### config.mk
export PLATFORM = sky130hd
export DESIGN_NAME = rf_wb_arbiter
export DESIGN_NICKNAME = d
export VERILOG_FILES = /design/src/rtl/rf_wb_arbiter.sv
export SDC_FILE = /design/constraint.sdc
export NUM_CORES = 1
export LEC_CHECK = 0
export BUFFER_PORTS_ARGS = -buffer_cell sky130_fd_sc_hd__buf_4
export CAP_MARGIN = 0
export CORE_ASPECT_RATIO = 0.9
export CORE_MARGIN = 2
export CORE_UTILIZATION = 53
export CTS_CLUSTER_SIZE = 40
export DETAILED_ROUTE_END_ITERATION = 10
export GPL_TIMING_DRIVEN = 0
export PLACE_DENSITY_LB_ADDON = 0.3
export REMOVE_ABC_BUFFERS = 1
export SYNTH_ARGS = -nofsm -noshare
export SYNTH_HDL_FRONTEND = slang
export SYNTH_SLANG_ARGS = --single-unit
### constraint.sdc
create_clock -name clk -period 5.77 [get_ports clk]
set_clock_uncertainty 0.05 [all_clocks]
set_input_delay 0.2885 -clock clk [delete_from_list [all_inputs] [get_ports clk]]
set_output_delay 0.2885 -clock clk [all_outputs]
set_load 0.01 [all_outputs]
### src/rtl/rf_wb_arbiter.sv
// rf_wb_arbiter: shares the register-file write port between the WB stage and a
// 2-entry in-order FIFO of long-latency (mul/div) results.
//   clk, resetn                    clock, async active-low reset
//   ws_rf_we/waddr/wdata           WB-stage write request (we==0: no write)
//   lu_valid/waddr/wdata, lu_ready long-latency result handshake
//   ws_stall                       WB write not granted this cycle, hold WB
//   rf_we/waddr/wdata              register-file write port
//   pend_mask, fifo_cnt            live buffered destinations, buffered entry count
module rf_wb_arbiter #(
    parameter int STARVE_MAX = 4
) (
    input  logic        clk,
    input  logic        resetn,
    input  logic [3:0]  ws_rf_we,
    input  logic [4:0]  ws_rf_waddr,
    input  logic [31:0] ws_rf_wdata,
    input  logic        lu_valid,
    input  logic [4:0]  lu_waddr,
    input  logic [31:0] lu_wdata,
    output logic        lu_ready,
    output logic        ws_stall,
    output logic [3:0]  rf_we,
    output logic [4:0]  rf_waddr,
    output logic [31:0] rf_wdata,
    output logic [31:0] pend_mask,
    output logic [1:0]  fifo_cnt
);
    localparam int SW = $clog2(STARVE_MAX + 1);
    localparam logic [SW-1:0] SMAX = SW'(STARVE_MAX);

    logic [4:0]    q_addr [2];
    logic [31:0]   q_data [2];
    logic [1:0]    q_live;
    logic          rp, wp;
    logic [1:0]    cnt;
    logic [SW-1:0] starve;
    logic          head_valid, head_live, grant_head, pop, push, wb_wr;

    assign head_valid = cnt != 2'd0;
    assign head_live  = head_valid && q_live[rp];
    assign grant_head = head_live && (ws_rf_we == 4'd0 || starve == SMAX);
    // a dead head leaves without using the write port
    assign pop        = head_valid && (grant_head || !q_live[rp]);
    assign lu_ready   = cnt != 2'd2;
    // results for r0 are acknowledged but never buffered
    assign push       = lu_valid && lu_ready && lu_waddr != 5'd0;
    assign wb_wr      = !grant_head && ws_rf_we != 4'd0;
    assign ws_stall   = grant_head && ws_rf_we != 4'd0;
    assign rf_we      = grant_head ? 4'hF : ws_rf_we;
    assign rf_waddr   = grant_head ? q_addr[rp] : ws_rf_waddr;
    assign rf_wdata   = grant_head ? q_data[rp] : ws_rf_wdata;
    assign fifo_cnt   = cnt;

    always_comb begin
        pend_mask = '0;
        for (int i = 0; i < 2; i++)
            if (q_live[i] && ((1'(i) == rp) ? head_valid : cnt == 2'd2))
                pend_mask[q_addr[i]] = 1'b1;
        pend_mask[0] = 1'b0;
    end

    always_ff @(posedge clk)
        if (push) begin
            q_addr[wp] <= lu_waddr;
            q_data[wp] <= lu_wdata;
        end

    always_ff @(posedge clk or negedge resetn)
        if (!resetn) begin
            q_live <= '0;
            rp     <= 1'b0;
            wp     <= 1'b0;
            cnt    <= 2'd0;
            starve <= '0;
        end else begin
            // a newer WB write to the same register makes the buffered result stale;
            // the entry being enqueued this cycle is younger, so it is set live after
            for (int i = 0; i < 2; i++)
                if (wb_wr && q_addr[i] == ws_rf_waddr)
                    q_live[i] <= 1'b0;
            if (push) q_live[wp] <= 1'b1;
            if (push) wp <= ~wp;
            if (pop) rp <= ~rp;
            cnt    <= cnt + {1'b0, push} - {1'b0, pop};
            starve <= (pop || !head_valid) ? '0 :
                      (head_live && !grant_head && starve != SMAX) ? starve + 1'b1 : starve;
        end
endmodule

# Word-level counts from Yosys, hierarchy flattened

Memory sizes are Yosys's and may differ from the RTL's.
Index checks and enable logic that the tools add are counted.

Memory bits (writable): 74
Output and inout port bits: 77
Memories: 2
Bits in registers: 9
Logic and storage cells: 76
Input bits: 81

Reduce and logical (&&, ||, !) cells: 27
Bitwise logic cells: 4
Order comparisons: 7
$add $sub $neg: 3
Multiplexer cells: 22
Equal/unequal tests: 6

Memories:

| name   | words | width | rd ports | clocked after Yosys merged registers in | wr ports | RTL line | RTL |
|---|---|---|---|---|---|---|---|
| q_data | 2     | 32    | 1        | 0                                       | 1        | 32       | `logic [31:0] q_data [2];` |
| q_addr | 2     | 5     | 3        | 0                                       | 1        | 31       | `logic [4:0] q_addr [2];` |

Operators with widths:

| cell                                                       | number |
|---|---|
| 2-to-1 mux 32 bit                                          | 3 |
| bitwise OR 32 bit                                          | 1 |
| logical AND 1 bit                                          | 16 |
| less-than comparator 5 x 6 -> 1 bit, second input constant | 2 |
| 2-to-1 mux 1 bit                                           | 11 |
| demux 1 bit (select 5 bit)                                 | 2 |
| equality test 5 bit                                        | 2 |
| >= comparator 5 x 1 -> 1 bit, second input constant        | 2 |
| 2-to-1 mux 3 bit                                           | 2 |
| 2-to-1 mux 5 bit                                           | 1 |
| nonzero test 5 bit                                         | 1 |
| logical NOT 4 bit                                          | 1 |
| less-than comparator 1 x 2 -> 1 bit, second input constant | 2 |
| 2-to-1 mux 4 bit                                           | 1 |
| nonzero test 2 bit                                         | 2 |
| nonzero test 4 bit                                         | 1 |
| adder 3 x 1 -> 3 bit, second input constant                | 1 |
| equality test 3 bit, second input constant                 | 1 |
| logical NOT 1 bit                                          | 3 |
| logical OR 1 bit                                           | 3 |
| != test 3 bit, second input constant                       | 1 |
| adder 2 x 1 -> 2 bit                                       | 1 |
| equality test 2 bit, second input constant                 | 1 |
| 2-to-1 mux 2 bit                                           | 1 |
| other kinds (6)                                            | 7 |

# Logic depth before layout (Yosys ltp)

Word-level depth: 10
Mapped depth: 9

# Worst setup path after synthesis

No wires, ideal clock.

Path type: register to register
From: register cnt[0], in the netlist fifo_cnt[0]
To: memory q_addr[0][0] (enable)
Data arrival time: 2.499 ns
Path buffers: 0
Required time: 5.289 ns
Stages on the path, launching flop included: 4
Path slack: 2.790 ns
Cells stage by stage: dfrtp_1 nand2b_1 o211ai_1 nor2_1

Cells in the longest elaborated chain, start to end: 5

RTL lines:

| item                                   | RTL line | RTL |
|---|---|---|
| start: declaration                     | 35       | `logic [1:0] cnt;` |
| start signal: assignment               | 84       | `cnt <= cnt + {1'b0, push} - {1'b0, pop};` |
| != test 2 bit                          | 44       | `assign lu_ready = cnt != 2'd2;` |
| named net lu_ready                     | 20       | `output logic lu_ready,` |
| logical AND 1 bit (2 in series)        | 46       | `assign push = lu_valid && lu_ready && lu_waddr != 5'd0;` |
| 2-to-1 mux 1 bit                       | 63       | `if (push) begin` |
| 2-to-1 mux 1 bit (implied by the code) | 64       | `q_addr[wp] <= lu_waddr;` |
| end: declaration                       | 31       |  |

The timed path passes the listed nets, and every way through them passes these cells.

# Worst setup path after layout

From: register rp
To: output rf_wdata[19]

Cells in the longest elaborated chain, start to end: 5
Elaborated cells on any way between the ends: 6
Those cells by class: mux (3); reduce/logical (2); memory (1)

RTL lines:

| item                                                 | RTL line | RTL |
|---|---|---|
| start: declaration                                   | 34       | `logic rp, wp;` |
| start signal: assignment                             | 83       | `if (pop) rp <= ~rp;` |
| 2-to-1 mux 1 bit (implied by the code) (2 in series) | 40       | `assign head_live = head_valid && q_live[rp];` |
| logical AND 1 bit                                    | 40       |  |
| logical AND 1 bit                                    | 41       | `assign grant_head = head_live && (ws_rf_we == 4'd0 \|\| starve == SMAX);` |
| 2-to-1 mux 32 bit (*)                                | 51       | `assign rf_wdata = grant_head ? q_data[rp] : ws_rf_wdata;` |
| end: declaration                                     | 24       | `output logic [31:0] rf_wdata,` |

Every way passes the cells marked *; elsewhere a longest branch is shown, timed or not. The select of a mux whose other input is x is not followed.

==> impl_metrics.env <==
export IMPL_status="finished clean"
export IMPL_fin_nets=579
export IMPL_synthTopCellsByArea="edfxtp_1 (55%), mux2i_1 (9.3%), dfrtp_1 (5.5%), a21oi_1 (4.8%), o22ai_1 (4.6%)"
export IMPL_synth_top_family_by_area="simple AND/OR/NAND/NOR gates"
export IMPL_grt_pass1_wl_mm=14.1
export IMPL_ant_nets=0
export IMPL_gr_total_overflow=0
export IMPL_grt_pass1_vias=3042
export IMPL_dp_hpwl_mm=6.81
export IMPL_numCtsBuffers=9
export IMPL_grt_start_max_net_pins=33
export IMPL_muxShareOfSynthArea_pct=9.35
export IMPL_hold_depth=1
export IMPL_endpoint_kind="output pin"
export IMPL_setup_viol=0
export IMPL_critPathRequiredTime_ns=5.43
export IMPL_cts_tree="done"
export IMPL_die_x_um=96.4
export IMPL_yosysTopAreaCell="edfxtp_1"
export IMPL_ys_types=35
export IMPL_power_per_cell_area_nw_per_um2=389
export IMPL_maxCapViolations=0
export IMPL_gp_congestion=0.827
export IMPL_vias_per_cell=5.46
export IMPL_synth_top_area_share_pct=54.6
export IMPL_slew_headroom_pct=36.5
export IMPL_totalPowerFinal_mw=2.15
export IMPL_synth_compound_gate_area_share_pct=11.1
export IMPL_yosysWarnings=0
export IMPL_path_class="reg -> out"
export IMPL_wl_per_cell_um=15.4
export IMPL_cts_root_buf="clkbuf_8"
export IMPL_min_period_ns=3.19
export IMPL_crit_fanout=28
export IMPL_synth_common_cells="edfxtp_1 (74), nor2_1 (47), a21oi_1 (39)"
export IMPL_cts_buffer_depth=2
export IMPL_avgSynthCellArea_um2=11.8
export IMPL_antenna_found_initial=0
export IMPL_clock_sinks=83
export IMPL_final_hold_violation_count=0
export IMPL_grtUsageTotal_pct=22.3
export IMPL_tightest_slew_ns=0.950
export IMPL_synthAdderAreaFrac_pct=1.23
export IMPL_synth_edf_count=74
export IMPL_core_um2=7510
export IMPL_dieArea_um2=8400
export IMPL_reg2regPathDepth=8
export IMPL_drive_gt1_share_pct=37.6
export IMPL_cts_max_level=3
export IMPL_synth_flop_cell="edfxtp_1"
export IMPL_portBuffers=156
export IMPL_final_cell_area_um2=5540
export IMPL_syn_instance_count=344
export IMPL_clk_insertion_delay_late_ns=0.34
export IMPL_synth_most_common_cell="edfxtp_1"
export IMPL_rows=30
export IMPL_clkSlewWorstSetupHoldPaths_ns=0.08
export IMPL_io_pins=158
export IMPL_min_path_type="in -> reg"
export IMPL_drv_slew=0
export IMPL_via_count=3241
export IMPL_yosys_area_share_xor_xnor_pct=3.23
export IMPL_drc=0
export IMPL_initial_core_util_pct=54.2
export IMPL_ctsResizeCount=0
export IMPL_area_delta_synth_final_pct=36.1
export IMPL_synthArstFlopShare_pct=10.8
export IMPL_fillCellCount=544
export IMPL_period_share_pct=55.3
export IMPL_drt_iter0_drc=135
export IMPL_max_vdd_ir_drop_uv=218
export IMPL_fmax_mhz=313
export IMPL_synth_area_um2=4070
export IMPL_worstPathArrival_ns=2.85
export IMPL_rsz0062_at_grt="false"
export IMPL_cp_start_kind="flop"
export IMPL_diodes=0
export IMPL_synth_seq_cells=83
export IMPL_fp_dieH_um=87.1
export IMPL_dr_pass1_iters=4
export IMPL_ys_seq_area_share_pct=60.1
export IMPL_postPlaceCellArea_um2=5370
export IMPL_cellLeakagePower_nw=2.27
export IMPL_drt_wl_total_mm=9.16
export IMPL_yosys_area_share_simple_pct=11.8
-- registers in the layout (all words and copies together) (netlist names) --
register  cells
fifo_cnt      2
wp            1
rp            1
q_data       64
q_live        2
starve        3
q_addr       10
-- stage by stage --
| step | util (%) | hold WS, ns | worst slack [ns] | TNS [ns] | cells |
|---|---|---|---|---|---|
| 3_5_place_dp | 71.6 | 0.0677 | 2.92 | 0 | 578 |
| 4_1_cts | 73.8 | 0.0565 | 2.52 | 0 | 594 |
| 5_1_grt | 73.8 | 0.0483 | 2.31 | 0 | 594 |
| 3_3_place_gp | 70.1 | 0.0646 | -0.779 | -25.77 | 573 |
| 6_report | 73.8 | 0.0719 | 2.58 | 0 | 594 |
| 2_1_floorplan | - | -0.0571 | 0.802 | 0 | 321 |
-- cell families (layout without fill, tap and decap cells) --
group,count (synthesis),in the layout
flops,83,83
xor+xnor,15,15
fa+ha+maj,4,4
mux,38,38
compound gates,78,78
simple gates,96,96
buf+inv,29,183
other cells,1,1
-- metal layers --
layer / wire [µm] / track usage (%) / vias to the layer above
met5: 0 / 0 / -
met4: 121 / 6.79 / 0
met3: 745 / 5.37 / 11
met2: 4590 / 38.3 / 157
met1: 3700 / 27.9 / 1486
li1: - / - / 1587
-- path summary, 6_finish.rpt --
check,startpoint,slack (ns),endpoint
setup reg to reg,rp,3.29,fifo_cnt[1]
hold reg to reg,starve[0],0.41,starve[0]
hold / removal,lu_wdata[20],0.07,q_data[0][20]
min in group asynchronous,resetn,0.25,wp
setup / recovery,rp,2.58,rf_wdata[19]
max in group asynchronous,resetn,5.28,rp
-- worst max-delay path, stage by stage, from the launching register on --
cell,delay (ns)
dfrtp_2,0.72
mux2i_1,0.28
a211oi_4,0.85
buf_8,0.28
nor2_1,0.08
a21oi_1,0.14
buf_4,0.14
-- where the power goes --
group          switching, mW  internal, mW  total, mW
sequential             0.111         0.824      0.935
clock                  0.195         0.153      0.348
combinational          0.464         0.407      0.871
total                  0.770          1.38       2.15
-- repair_timing --
item	in CTS	in global routing
setup buffers	0	0
hold buffers	1	0
hold endpoints to repair	9	0
-- area by class of cell --
type / instances / area [µm²] / area share, %
Inverter: 6 / 22.5 / 0.407
Clock inverter: 5 / 30.0 / 0.542
Timing Repair Buffer: 162 / 1270 / 22.9
Clock buffer: 10 / 128 / 2.30
Tap cell: 96 / 120 / 2.17
Sequential cell: 83 / 2450 / 44.2
Multi-Input combinational cell: 232 / 1520 / 27.4
-- cell usage in the layout, fill, tap and decap left out, types with 3 or more instances in the layout --
cell type	count
clkbuf_8	9
o22ai_1	30
dfrtp_1	8
inv_1	6
a21oi_1	39
edfxtp_1	74
nand3_1	9
or2_2	5
nand3b_1	9
ha_1	4
or3b_2	3
xnor2_1	14
nor2_1	45
nand2_1	10
buf_12	3
mux2i_1	38
buf_4	156
No activity file was read; power rests on OpenSTA's default activity.
